--- src/rtl/instruction_fetch_unit_if.sv ---
// Instruction-memory fetch bus.
//   imem_req    fetch request; imem_addr is meaningful while high
//   imem_addr   byte address of the instruction being fetched
//   imem_ready  memory presents a valid imem_rdata this cycle
//   imem_rdata  instruction word returned by memory
// master: the fetch unit (drives req/addr). slave: the instruction memory.
interface instruction_fetch_unit_if;
  logic        imem_req;
  logic [31:0] imem_addr;
  logic        imem_ready;
  logic [31:0] imem_rdata;

  modport master (
    output imem_req,
    output imem_addr,
    input  imem_ready,
    input  imem_rdata
  );

  modport slave (
    input  imem_req,
    input  imem_addr,
    output imem_ready,
    output imem_rdata
  );
endinterface

--- src/rtl/instruction_fetch_unit.sv ---
// Instruction fetch unit: owns the PC, fetches one instruction per FETCH/EXEC
// round trip and selects the next PC from the decoder's branch/jump controls.
// Ports:
//   clk          system clock, rising edge
//   reset        asynchronous, active-low reset
//   imem         instruction-memory bus (master side)
//   stall        hold the current instruction in EXEC
//   BranchEQ     beq in flight
//   BranchNE     bne in flight
//   Jump         j/jal in flight
//   Zero         ALU zero flag for the instruction in EXEC
//   Instruction  latched instruction word
//   PC           address of the latched instruction
//   PC_4         PC+4 (link value for jal)
//   instr_valid  Instruction valid; datapath may commit this cycle
module instruction_fetch_unit #(
  parameter logic [31:0] PC_RESET = 32'h0040_0000
) (
  input  logic                             clk,
  input  logic                             reset,
  instruction_fetch_unit_if.master         imem,
  input  logic                             stall,
  input  logic                             BranchEQ,
  input  logic                             BranchNE,
  input  logic                             Jump,
  input  logic                             Zero,
  output logic [31:0]                      Instruction,
  output logic [31:0]                      PC,
  output logic [31:0]                      PC_4,
  output logic                             instr_valid
);

  typedef enum logic {FETCH = 1'b0, EXEC = 1'b1} state_t;

  state_t             state;
  state_t             stateNext;
  logic               reqQ;
  logic [31:0]        pcNext;
  logic [31:0]        instrNext;
  logic [31:0]        nextPc;
  logic [31:0]        branchTarget;
  logic [31:0]        jumpTarget;
  logic signed [31:0] branchOff;
  logic               takeBr;

  // Word offset of a branch, sign-extended and scaled to bytes.
  function automatic logic signed [31:0] brOffset(input logic [15:0] imm);
    brOffset = signed'({{14{imm[15]}}, imm, 2'b00});
  endfunction

  assign PC_4           = PC + 32'd4;
  assign branchOff      = brOffset(Instruction[15:0]);
  assign branchTarget   = PC_4 + $unsigned(branchOff);
  assign jumpTarget     = {PC_4[31:28], Instruction[25:0], 2'b00};
  // Both BranchEQ and BranchNE high covers both Zero cases, so it is always taken.
  assign takeBr         = (BranchEQ & Zero) | (BranchNE & ~Zero);
  assign nextPc         = Jump   ? jumpTarget   :
                          takeBr ? branchTarget : PC_4;

  // imem_req is a register so it drops together with reset assertion and
  // rises on the first clock edge after release; a ready seen while the
  // request is low (e.g. a response left over from before reset) is ignored.
  assign imem.imem_req  = reqQ;
  assign imem.imem_addr = PC;
  assign instr_valid    = (state == EXEC);

  always_ff @(posedge clk or negedge reset) begin
    if (!reset) begin
      state       <= FETCH;
      reqQ        <= 1'b0;
      PC          <= PC_RESET;
      Instruction <= '0;
    end else begin
      state       <= stateNext;
      reqQ        <= (stateNext == FETCH);
      PC          <= pcNext;
      Instruction <= instrNext;
    end
  end

  always_comb begin
    stateNext = state;
    pcNext    = PC;
    instrNext = Instruction;
    case (state)
      FETCH: begin
        if (reqQ && imem.imem_ready) begin
          instrNext = imem.imem_rdata;
          stateNext = EXEC;
        end
      end
      EXEC: begin
        // Control inputs only matter on the cycle the stall releases.
        if (!stall) begin
          pcNext    = nextPc;
          stateNext = FETCH;
        end
      end
      default: stateNext = FETCH;
    endcase
  end

endmodule

--- src/flat_wrapper.sv ---
// flat-port wrapper written by rule: the top's interface ports become plain ports
module instruction_fetch_unit_flat 
#(
  parameter logic [31:0] PC_RESET = 32'h0040_0000
)
  (clk, reset, stall, BranchEQ, BranchNE, Jump, Zero, Instruction, PC, PC_4, instr_valid, imem_imem_req, imem_imem_addr, imem_imem_ready, imem_imem_rdata);
  instruction_fetch_unit_if imem_i ();
  input  logic clk;
  input  logic reset;
  input  logic stall;
  input  logic BranchEQ;
  input  logic BranchNE;
  input  logic Jump;
  input  logic Zero;
  output logic [31:0] Instruction;
  output logic [31:0] PC;
  output logic [31:0] PC_4;
  output logic instr_valid;
  output wire logic [$bits(imem_i.imem_req)-1:0] imem_imem_req;
  output wire logic [$bits(imem_i.imem_addr)-1:0] imem_imem_addr;
  input wire logic [$bits(imem_i.imem_ready)-1:0] imem_imem_ready;
  input wire logic [$bits(imem_i.imem_rdata)-1:0] imem_imem_rdata;
  assign imem_imem_req = imem_i.imem_req;
  assign imem_imem_addr = imem_i.imem_addr;
  assign imem_i.imem_ready = imem_imem_ready;
  assign imem_i.imem_rdata = imem_imem_rdata;
  instruction_fetch_unit #(.PC_RESET(PC_RESET)) u_core (.clk(clk), .reset(reset), .imem(imem_i), .stall(stall), .BranchEQ(BranchEQ), .BranchNE(BranchNE), .Jump(Jump), .Zero(Zero), .Instruction(Instruction), .PC(PC), .PC_4(PC_4), .instr_valid(instr_valid));
endmodule
--- config.mk ---
export PLATFORM = sky130hd
export DESIGN_NAME = instruction_fetch_unit_flat
export DESIGN_NICKNAME = d
export VERILOG_FILES = /design/src/rtl/instruction_fetch_unit_if.sv /design/src/rtl/instruction_fetch_unit.sv /design/src/flat_wrapper.sv
export SDC_FILE = /design/constraint.sdc
export NUM_CORES = 1
export LEC_CHECK = 0
export ABC_AREA = 1
export ABC_CLOCK_PERIOD_IN_PS = 5700
export BUFFER_PORTS_ARGS = -buffer_cell sky130_fd_sc_hd__buf_2
export CAP_MARGIN = 20
export CELL_PAD_IN_SITES_DETAIL_PLACEMENT = 0
export CELL_PAD_IN_SITES_GLOBAL_PLACEMENT = 1
export CORE_MARGIN = 10
export CORE_UTILIZATION = 40
export DETAILED_ROUTE_END_ITERATION = 12
export PLACE_DENSITY_LB_ADDON = 0.3
export RECOVER_POWER = 50
export SETUP_SLACK_MARGIN = 0.2
export SYNTH_ARGS = -nofsm -noshare
export SYNTH_HDL_FRONTEND = slang
export SYNTH_SLANG_ARGS = --single-unit
--- constraint.sdc ---
create_clock -name clk -period 5.7 [get_ports clk]
set_clock_uncertainty 0.2 [all_clocks]
set_input_delay 1.14 -clock clk [delete_from_list [all_inputs] [get_ports clk]]
set_output_delay 1.14 -clock clk [all_outputs]
set_load 0.01 [all_outputs]
==> metrics.txt <==
post-synthesis compound-gate area fraction=0.0983; WL final=22800 microns; terminus of the critical flop-to-flop path=u_core.PC[23]; first-pass GRT wire length=34600 microns; clk slew on worst S/H paths=0.06 ns; Synth area leaders=dfrtp_1 (25%), nand2_1 (17%), inv_1 (8.4%); CTS buffer count=9; top_reg_cell synth=dfrtp_1; post-DR wirelength/cell=18.0 microns; Highest Clock Rate=0.236 GHz; Fin Setup TNS=0 ns; final hold violation count=0; reg2reg path depth=18; Peak VDD IR=294 uV; element type at the critical path start=input pin; vias in the first global route=6156; Die ar.=approximately 21000 sq um; Yosys reg bits=64; reg2reg start=u_core.PC[2]; Buf+Inv Stages, Crit Path=2; post-cts sizing count=0; LEAKAGE=about 3.8 nW; drt pass-1 iters=5; CP endpoint kind=async pin; main combinational cell family by area after synthesis=simple AND/OR/NAND/NOR gates; I/O pin cnt=170; max incr delay on CP=1.51 ns; crit path cell chain=clkbuf_1 > clkbuf_1; Post-Synth XOR/XNOR Area=0.0337; Starting Density=0.408; share of the synthesized area in the top cell type=0.254; Final HPWL DP=18300 microns; synth cell count leaders=nand2_1 (274), inv_1 (138), nor2_1 (83); CTS Sinks=64; share of cells above drive strength 1=0.167; vias post-DR=around 6.5k; CP top delay family=buffers and inverters; period utilization=0.742; initial DRC count=517; worst setup path category=in2async; mux contribution to synthesized area=0.0545; total grt overflow=0; asr flop ratio synth=1.00; utilization after layout=0.472; total track usage=0.217; status=complete, but fails checks; post-route ant nets=0; mapped cell area=6200 sq um; Synth warnings=0; Slew headroom=-0.352; worst skew pair latency=roughly 0.35 ns; CTS tree=yes; Root Driver=clkbuf_16; CP required=roughly 5.6 ns; Die Wd=144 microns; antenna diode instance count=0; Synth area leader=dfrtp_1; hold_buf cts=0; Via density=slightly above 5; critical path arrival=4.10 ns; drc violations=0; fin. max-slew vios=103; Distinct cells, synth=47; clk buf depth=2; Synth Area in Simple Gates=0.338; initial antenna violation count=0; Worst path depth=2; fin crit period=4.23 ns; Core Box Area=15200 sq um; largest net degree at the start of global routing=36; Buffers on Ports=163; RSZ-0062 raised after global routing=false; number of setup buffers added after CTS=0; Synth Area per Inst=6.59 sq um; setup violators final=0; failing checks=capacitance limit, slew limit; Rows=45; Critical Path Slowest Stage Cell=clkbuf_1; CP endpoint=u_core.PC[29]; Slew @ Worst Pin=2.03 ns; Most Frequent Cell on Critical Path=clkbuf_1; cells after synthesis=940; Post-synth EDFFs=0; nets=1151; R2R Setup Slk=2.04 ns; # H-tree levels=3; die height=144 microns; Hold Path Class=reg2reg; max_cap viols=3; Critical Path Source=reset; Pwr Density=approximately 760 nW/um^2; Adder-Cell Fraction of Synth Area=0.0759; Syn-to-layout area delta=15.8%; RD Place Congestion=0.939; post-synthesis sequential area ratio=0.259; Crit Path Max Fanout=33; most instantiated library cell after synthesis=nand2_1
==> stage by stage <==
step                      setup slack [ns]  cell area [sq um]  total power, mW  cells  hold WS (ns)
after floorplan                       2.62               6220             3.71    945         0.341
after global placement                2.10               6980             4.90   1251         0.282
after detailed placement              2.04               6980             4.91   1251         0.288
after CTS                             1.93               7270             5.50   1267         0.301
after global routing                 0.892               7180             6.02   1267         0.311
final                                 1.47               7180             5.45   1267         0.301
==> placed cells by master (no fill, tap or decap), types with 3 or more instances in the layout <==
cell type,n
ha_1,36
mux2_2,30
nand3_1,67
conb_1,6
o21bai_1,6
buf_4,4
and2_1,7
nand3b_1,7
nor2_4,4
nand4_1,8
clkbuf_1,64
or2_2,3
clkbuf_16,9
a21oi_2,3
a31oi_1,4
nor2_2,4
clkinv_2,3
buf_2,101
nand2_1,274
xor2_1,17
xnor2_1,5
a21oi_1,67
nor2_1,83
inv_2,3
dfrtp_1,63
inv_1,138
nor3_1,11
nand2_2,5
o21ai_0,18
nand3_2,3
==> power breakdown <==
part           total (mW)  switching (mW)  internal [mW]
combinational        3.83            2.47           1.36
clock               0.566           0.229          0.337
sequential           1.05           0.370          0.682
==> cell type report <==
type / instances / area (sq um)
clock buffers: 10 / 229
clock inverters: 6 / 61.3
inverters: 142 / 533
well taps: 188 / 235
multi-input cells: 689 / 3750
repair buffers: 168 / 772
flip-flops and latches: 64 / 1600
fillers: 1643 / 8020
==> sequential cells by signal (all words and copies together), names as in the netlist <==
signal and cells:
u_core.Instruction 32, u_core.PC 30, u_core.imem.imem_req 1, u_core.instr_valid 1
==> worst min path at each step <==
stage                           startpoint                      to  slack [ns]  cells past startpoint
finish              u_core.Instruction[26]  u_core.Instruction[26]        0.30                      1
global route        u_core.Instruction[31]  u_core.Instruction[31]        0.31                      1
CTS                 u_core.Instruction[26]  u_core.Instruction[26]        0.30                      1
detailed placement  u_core.Instruction[27]  u_core.Instruction[27]        0.29                      1
global placement    u_core.Instruction[31]  u_core.Instruction[31]        0.28                      1
floorplan                    u_core.PC[22]           u_core.PC[22]        0.34                      2
==> metal layers <==
metal  share of wire  global-route usage  wire (microns)  vias to the layer above
li1                -                   -               -                     3230
met1            0.45               0.282           10200                     2956
met2            0.45               0.347           10300                      243
met3           0.077              0.0466            1750                       34
met4           0.022              0.0713             504                        0
met5               0                   0               0                        -
==> cells by family after synthesis <==
logic type / Yosys count
mux: 30
xor+xnor: 23
fa+ha+maj: 37
other cells: 1
buf+inv: 192
simple gates: 483
compound gates: 110
flops: 64
Power figures use the tool's default switching activity.
